<file path="config.mk">
export PLATFORM = sky130hd
export DESIGN_NAME = sme_feeder
export DESIGN_NICKNAME = d
export VERILOG_FILES = /design/src/rtl/sme_feeder.sv
export SDC_FILE = /design/constraint.sdc
export NUM_CORES = 1
export LEC_CHECK = 0
export ABC_AREA = 1
export CAP_MARGIN = 0
export CORE_ASPECT_RATIO = 0.5
export CORE_MARGIN = 2
export CORE_UTILIZATION = 45
export DETAILED_ROUTE_END_ITERATION = 8
export GPL_TIMING_DRIVEN = 0
export PLACE_DENSITY = 0.64
export SYNTH_ARGS = -nofsm -noshare
export SYNTH_HDL_FRONTEND = slang
export SYNTH_SLANG_ARGS = --single-unit
</file>
<file path="constraint.sdc">
create_clock -name clk -period 2.9 [get_ports clk]
set_clock_uncertainty 0.15 [all_clocks]
set_input_delay 0.435 -clock clk [delete_from_list [all_inputs] [get_ports clk]]
set_output_delay 0.435 -clock clk [all_outputs]
set_load 0.02 [all_outputs]
</file>
<file path="src/rtl/sme_feeder.sv">
// Framing stage for the string-matching engine: buffers one string and one
// pattern record from the host, replays them as contiguous engine bursts.
`timescale 1ns/1ps
module sme_feeder #(
  parameter int unsigned GAP = 1
) (
  input  logic       clk,
  input  logic       reset,
  input  logic       in_valid,
  output logic       in_ready,
  input  logic [7:0] in_data,
  input  logic       in_type,
  input  logic       in_last,
  output logic [7:0] chardata,
  output logic       isstring,
  output logic       ispattern,
  input  logic       sme_valid,
  output logic       busy,
  output logic       ovf_err
);

  typedef enum logic [2:0] {
    IDLE, COLLECT_S, COLLECT_P, SEND_S, SEND_P, WAIT, GAP_S
  } state_t;

  state_t      state_q, state_d;
  logic [5:0]  slen_q, slen_d;
  logic [3:0]  plen_q, plen_d;
  logic [5:0]  idx_q, idx_d;
  logic [2:0]  gap_cnt_q, gap_cnt_d;
  logic        s_pending_q, s_pending_d;
  logic        ovf_seen_q, ovf_seen_d;
  logic [7:0]  chardata_d;
  logic        isstring_d, ispattern_d, ovf_err_d, in_ready_d, busy_d;

  logic [7:0]  sbuf_q [32];
  logic [7:0]  pbuf_q [8];
  logic        s_we, p_we, launch, beat;
  logic [4:0]  s_waddr;
  logic [2:0]  p_waddr;

  // Handshake: a beat transfers on a rising edge where in_valid & in_ready;
  // in_ready is registered and only high in IDLE/COLLECT states.
  assign beat = in_valid & in_ready;

  always_comb begin
    state_d     = state_q;
    slen_d      = slen_q;
    plen_d      = plen_q;
    idx_d       = idx_q;
    gap_cnt_d   = gap_cnt_q;
    s_pending_d = s_pending_q;
    ovf_seen_d  = ovf_seen_q;
    chardata_d  = 8'h00;
    isstring_d  = 1'b0;
    ispattern_d = 1'b0;
    ovf_err_d   = 1'b0;
    s_we        = 1'b0;
    p_we        = 1'b0;
    s_waddr     = slen_q[4:0];
    p_waddr     = plen_q[2:0];
    launch      = 1'b0;
    case (state_q)
      IDLE: if (beat) begin
        ovf_seen_d = 1'b0;
        if (!in_type) begin
          s_we    = 1'b1;
          s_waddr = 5'd0;
          slen_d  = 6'd1;
          if (in_last) s_pending_d = 1'b1;
          else         state_d     = COLLECT_S;
        end else begin
          p_we    = 1'b1;
          p_waddr = 3'd0;
          plen_d  = 4'd1;
          if (in_last) launch  = 1'b1;
          else         state_d = COLLECT_P;
        end
      end
      COLLECT_S: if (beat) begin
        if (slen_q < 6'd32) begin
          s_we   = 1'b1;
          slen_d = slen_q + 6'd1;
        end else if (!ovf_seen_q) begin
          ovf_err_d  = 1'b1;
          ovf_seen_d = 1'b1;
        end
        if (in_last) begin
          s_pending_d = 1'b1;
          state_d     = IDLE;
        end
      end
      COLLECT_P: if (beat) begin
        if (plen_q < 4'd8) begin
          p_we   = 1'b1;
          plen_d = plen_q + 4'd1;
        end else if (!ovf_seen_q) begin
          ovf_err_d  = 1'b1;
          ovf_seen_d = 1'b1;
        end
        if (in_last) launch = 1'b1;
      end
      SEND_S: begin
        if (idx_q == slen_q) begin
          state_d     = SEND_P;
          s_pending_d = 1'b0;
          chardata_d  = pbuf_q[0];
          ispattern_d = 1'b1;
          idx_d       = 6'd1;
        end else begin
          chardata_d = sbuf_q[idx_q[4:0]];
          isstring_d = 1'b1;
          idx_d      = idx_q + 6'd1;
        end
      end
      SEND_P: begin
        if (idx_q == {2'b00, plen_q}) begin
          state_d = WAIT;
        end else begin
          chardata_d  = pbuf_q[idx_q[2:0]];
          ispattern_d = 1'b1;
          idx_d       = idx_q + 6'd1;
        end
      end
      WAIT: if (sme_valid) begin
        state_d   = GAP_S;
        gap_cnt_d = 3'd0;
      end
      GAP_S: begin
        if (gap_cnt_q == 3'(GAP - 1)) state_d = IDLE;
        else gap_cnt_d = gap_cnt_q + 3'd1;
      end
      default: state_d = IDLE;
    endcase
    // First burst char leaves on the edge that accepts the pattern's last
    // beat; a single-beat pattern has pbuf[0] still in flight, so bypass it.
    if (launch) begin
      idx_d = 6'd1;
      if (s_pending_q) begin
        state_d    = SEND_S;
        chardata_d = sbuf_q[0];
        isstring_d = 1'b1;
      end else begin
        state_d     = SEND_P;
        chardata_d  = (state_q == IDLE) ? in_data : pbuf_q[0];
        ispattern_d = 1'b1;
      end
    end
    in_ready_d = (state_d == IDLE) || (state_d == COLLECT_S) || (state_d == COLLECT_P);
    busy_d     = !in_ready_d;
  end

  always_ff @(posedge clk or negedge reset) begin
    if (!reset) begin
      state_q     <= IDLE;
      slen_q      <= 6'd0;
      plen_q      <= 4'd0;
      idx_q       <= 6'd0;
      gap_cnt_q   <= 3'd0;
      s_pending_q <= 1'b0;
      ovf_seen_q  <= 1'b0;
      chardata    <= 8'h00;
      isstring    <= 1'b0;
      ispattern   <= 1'b0;
      ovf_err     <= 1'b0;
      in_ready    <= 1'b0;
      busy        <= 1'b0;
    end else begin
      state_q     <= state_d;
      slen_q      <= slen_d;
      plen_q      <= plen_d;
      idx_q       <= idx_d;
      gap_cnt_q   <= gap_cnt_d;
      s_pending_q <= s_pending_d;
      ovf_seen_q  <= ovf_seen_d;
      chardata    <= chardata_d;
      isstring    <= isstring_d;
      ispattern   <= ispattern_d;
      ovf_err     <= ovf_err_d;
      in_ready    <= in_ready_d;
      busy        <= busy_d;
    end
  end

  // Record storage carries no reset; lengths alone define valid contents.
  always_ff @(posedge clk) begin
    if (s_we) sbuf_q[s_waddr] <= in_data;
    if (p_we) pbuf_q[p_waddr] <= in_data;
  end

endmodule

</file>
==> out/qor.yml <==
synth:
  ys_seq_elements: 357
  synth_top_area_share_pct: 60.73
  synth.area.top_cells: "edfxtp_1 (61%), nand2_1 (13%), nand3_1 (6.6%)"
  ys_types: 39
  syn_inst: 1562
  synth-edff-count: 320
  syn-num-nets: 1581
  yosysWarnings: 0
  async_flop_share_pct: 10.36
  ys.flop_type: "edfxtp_1"
  yosysTopAreaCell: "edfxtp_1"
  mappedNetlistArea_sq_mm: 0.01582
  synthTopCellsByCount: "nand2_1 (552), edfxtp_1 (320), nand3_1 (210)"
  syn_area_per_cell_sq_um: 10.13
  synth_most_common_cell: "nand2_1"
  ys_seq_area_share_pct: 66.58
power_and_ir_drop:
  comb_power_share_pct: 37.0
  seqPwrFrac_pct: 36.8
  power.internal_mw: 10.20
  power_mw: 16.81
  pwr-share-clk_pct: 26.3
  powerDensity_mw_per_mm2: 943.7
  p_leak_nw: 7.215
  p_sw_mw: 6.610
  power_switching_share_pct: 39.31
  ir_drop_mv: 0.4873
timing:
  tns_ns: 0
  period_share_pct: 98.03
  rsz0062_at_grt: "true"
  fin_crit_ns: 2.843
  worstMarginPinSlew_ns: 1.085
  setup_violations: 0
  fin_ws_ns: 0.05723
  clock.fmax_ghz: 0.3518
  hold_viol_final: 0
  slew_violations: 0
  slew_headroom_pct: 27.13
worst_setup_path:
  path_class: "reg -> reg"
  cp-end-kind: "flop"
  critPathLaunchType: "flop"
  path_max_fanout: 8
  cp.arrival_ns: 2.84
  worstPathRequired_ns: 2.89
  r2r_slack_ns: 0.06
status:
  status: "complete, no violations"
layout:
  antennaDiodeCount: 0
  seq_area_sq_mm: 0.01054
  layout-drive-gt1-share_pct: 9.486
  final_nets: 1648
  areaGrowthSynthToFinish_pct: 12.60
  multiInputGateArea_sq_mm: 0.004403
  fillCellCount: 3087
  post-route-util_pct: 51.59
placed_design:
  numPortBuffers: 26
  place_congestion: 0.9549
  dp_hpwl_mm: 30.02
  dpl_worst_slack_ns: -0.3145
clock_network:
  clk_latency_ns: 0.54
  cts_num_sinks: 357
  postCtsSetupBuffers: 0
  cts_tree: "done"
  cts_root_buf: "clkbuf_16"
  numCtsBuffers: 34
  clk_path_buf_depth: 3
  cts-htree-levels: 2
  path_clk_slew_ns: 0.06
floorplan:
  rows: 48
  dieWidth_microns: 269.2
  start_util_pct: 45.82
  ioPinCount: 27
  die-area_sq_mm: 0.03677
  coreArea_sq_mm: 0.03453
  die_h_microns: 136.6
global_routing:
  grt_max_degree: 42
  antenna_found_initial: 0
  grt_pass1_vias: 10640
  gr-total-overflow: 0
  grt_pass1_wl_mm: 66.08
  grt_use_total_pct: 24.61
run:
  maxCapViolCount: 0
route:
  wirelength_mm: 45.07
  dr_total_vias: 11430
  postRouteAntennaNets: 0
  drc_errors: 0
  first_pass_iters: 6
  routed_via_density: 5.366
  drtIter0Drc: 1744
  wl_per_cell_microns: 21.16
worst_hold_path:
  hp-class: "in -> reg"
## logic make-up (layout without fill, tap and decap cells)
kind of cell	Yosys count	in the layout	synth area share (%)
flops	357	357	66.58
fa+ha+maj	5	5	0.3954
compound gates	80	80	2.870
xor+xnor	5	5	0.2767
buf+inv	212	305	5.646
simple gates	903	903	24.24
## area by class of cell
class,count,area share (%)
Clock buffer,50,5.527
Clock inverter,12,0.5688
Multi-Input combinational cell,993,24.71
Tap cell,475,3.336
Buffer,72,2.008
Timing Repair Buffer,31,1.713
Inverter,140,3.006
Sequential cell,357,59.13
## routing by layer
metal | vias up | wire length [microns] | global-route usage, % | share of wire, %
met2 | 578 | 19160 | 36.84 | 43
met3 | 95 | 4828 | 6.018 | 11
met1 | 5429 | 19930 | 35.46 | 44
met4 | 0 | 1159 | 7.790 | 2.6
met5 | - | 0 | 0 | 0
li1 | 5327 | - | - | -
## critical path, stage by stage (launching register included)
cell	delay, ns
dfrtp_1	0.45
nor2_2	0.22
nand2_4	0.13
nor2_4	0.16
nand2_4	0.11
inv_4	0.11
nor2_4	0.06
nor2_2	0.12
nand2_2	0.19
nor3_2	0.75
## cell usage in the layout (no fill, tap or decap), types with 5 or more instances in the layout
cell and n:
ha_1 5, nor2_2 14, buf_4 8, nand3_1 210, nor2_1 99, inv_1 122
buf_1 21, a21oi_1 24, clkbuf_1 19, buf_2 43, o21ai_0 38, clkdlybuf4s50_1 17
inv_2 13, nand2_1 552, clkbuf_16 37, edfxtp_1 320, nand2_2 7, clkinv_1 8
dfrtp_1 37, xor2_1 5
## path summary, 6_finish.rpt
check | startpoint | endpoint | cells past startpoint
worst max register to register | state_q[2] | sbuf_q[24][2] | 9
min in group asynchronous | reset | slen_q[0] | 2
worst max-delay path | state_q[2] | sbuf_q[24][2] | 9
worst min-delay path | in_data[3] | pbuf_q[7][3] | 1
max in group asynchronous | reset | chardata[4] | 2
worst min register to register | gap_cnt_q[0] | gap_cnt_q[0] | 1
## power by group through the flow
stage / sequential [mW] / combinational (mW) / clock, mW
detailed placement: 6.28 / 6.05 / 0
global placement: 6.29 / 6.00 / 0
CTS: 6.18 / 6.07 / 4.46
finish: 6.18 / 6.21 / 4.42
floorplan: 6.29 / 3.86 / 0
global route: 6.21 / 6.76 / 4.64
## state kept, by name, indices dropped and copies added, names as in the netlist, 3 cells and up
signal / cells
sbuf_q: 256
pbuf_q: 64
chardata: 8
idx_q: 6
slen_q: 6
plen_q: 4
gap_cnt_q: 3
state_q: 3
## timing repair
| item | 4_1_cts | 5_1_grt |
|---|---|---|
| setup endpoints to repair | 0 | 71 |
| hold buffers | 1 | 0 |
| endpoints found under the hold margin | 37 | 0 |
| gates resized for setup | 0 | 3 |
## per-stage QoR
step | instance area, sq um | hold WS (ns) | instances
2_1_floorplan | 15820 | -0.01059 | 1562
3_3_place_gp | 16680 | 0.3425 | 2063
3_5_place_dp | 16710 | 0.3559 | 2067
4_1_cts | 17810 | 0.1089 | 2130
5_1_grt | 17820 | 0.1183 | 2130
6_report | 17820 | 0.1106 | 2130
No activity file was read; power rests on OpenSTA's default activity.
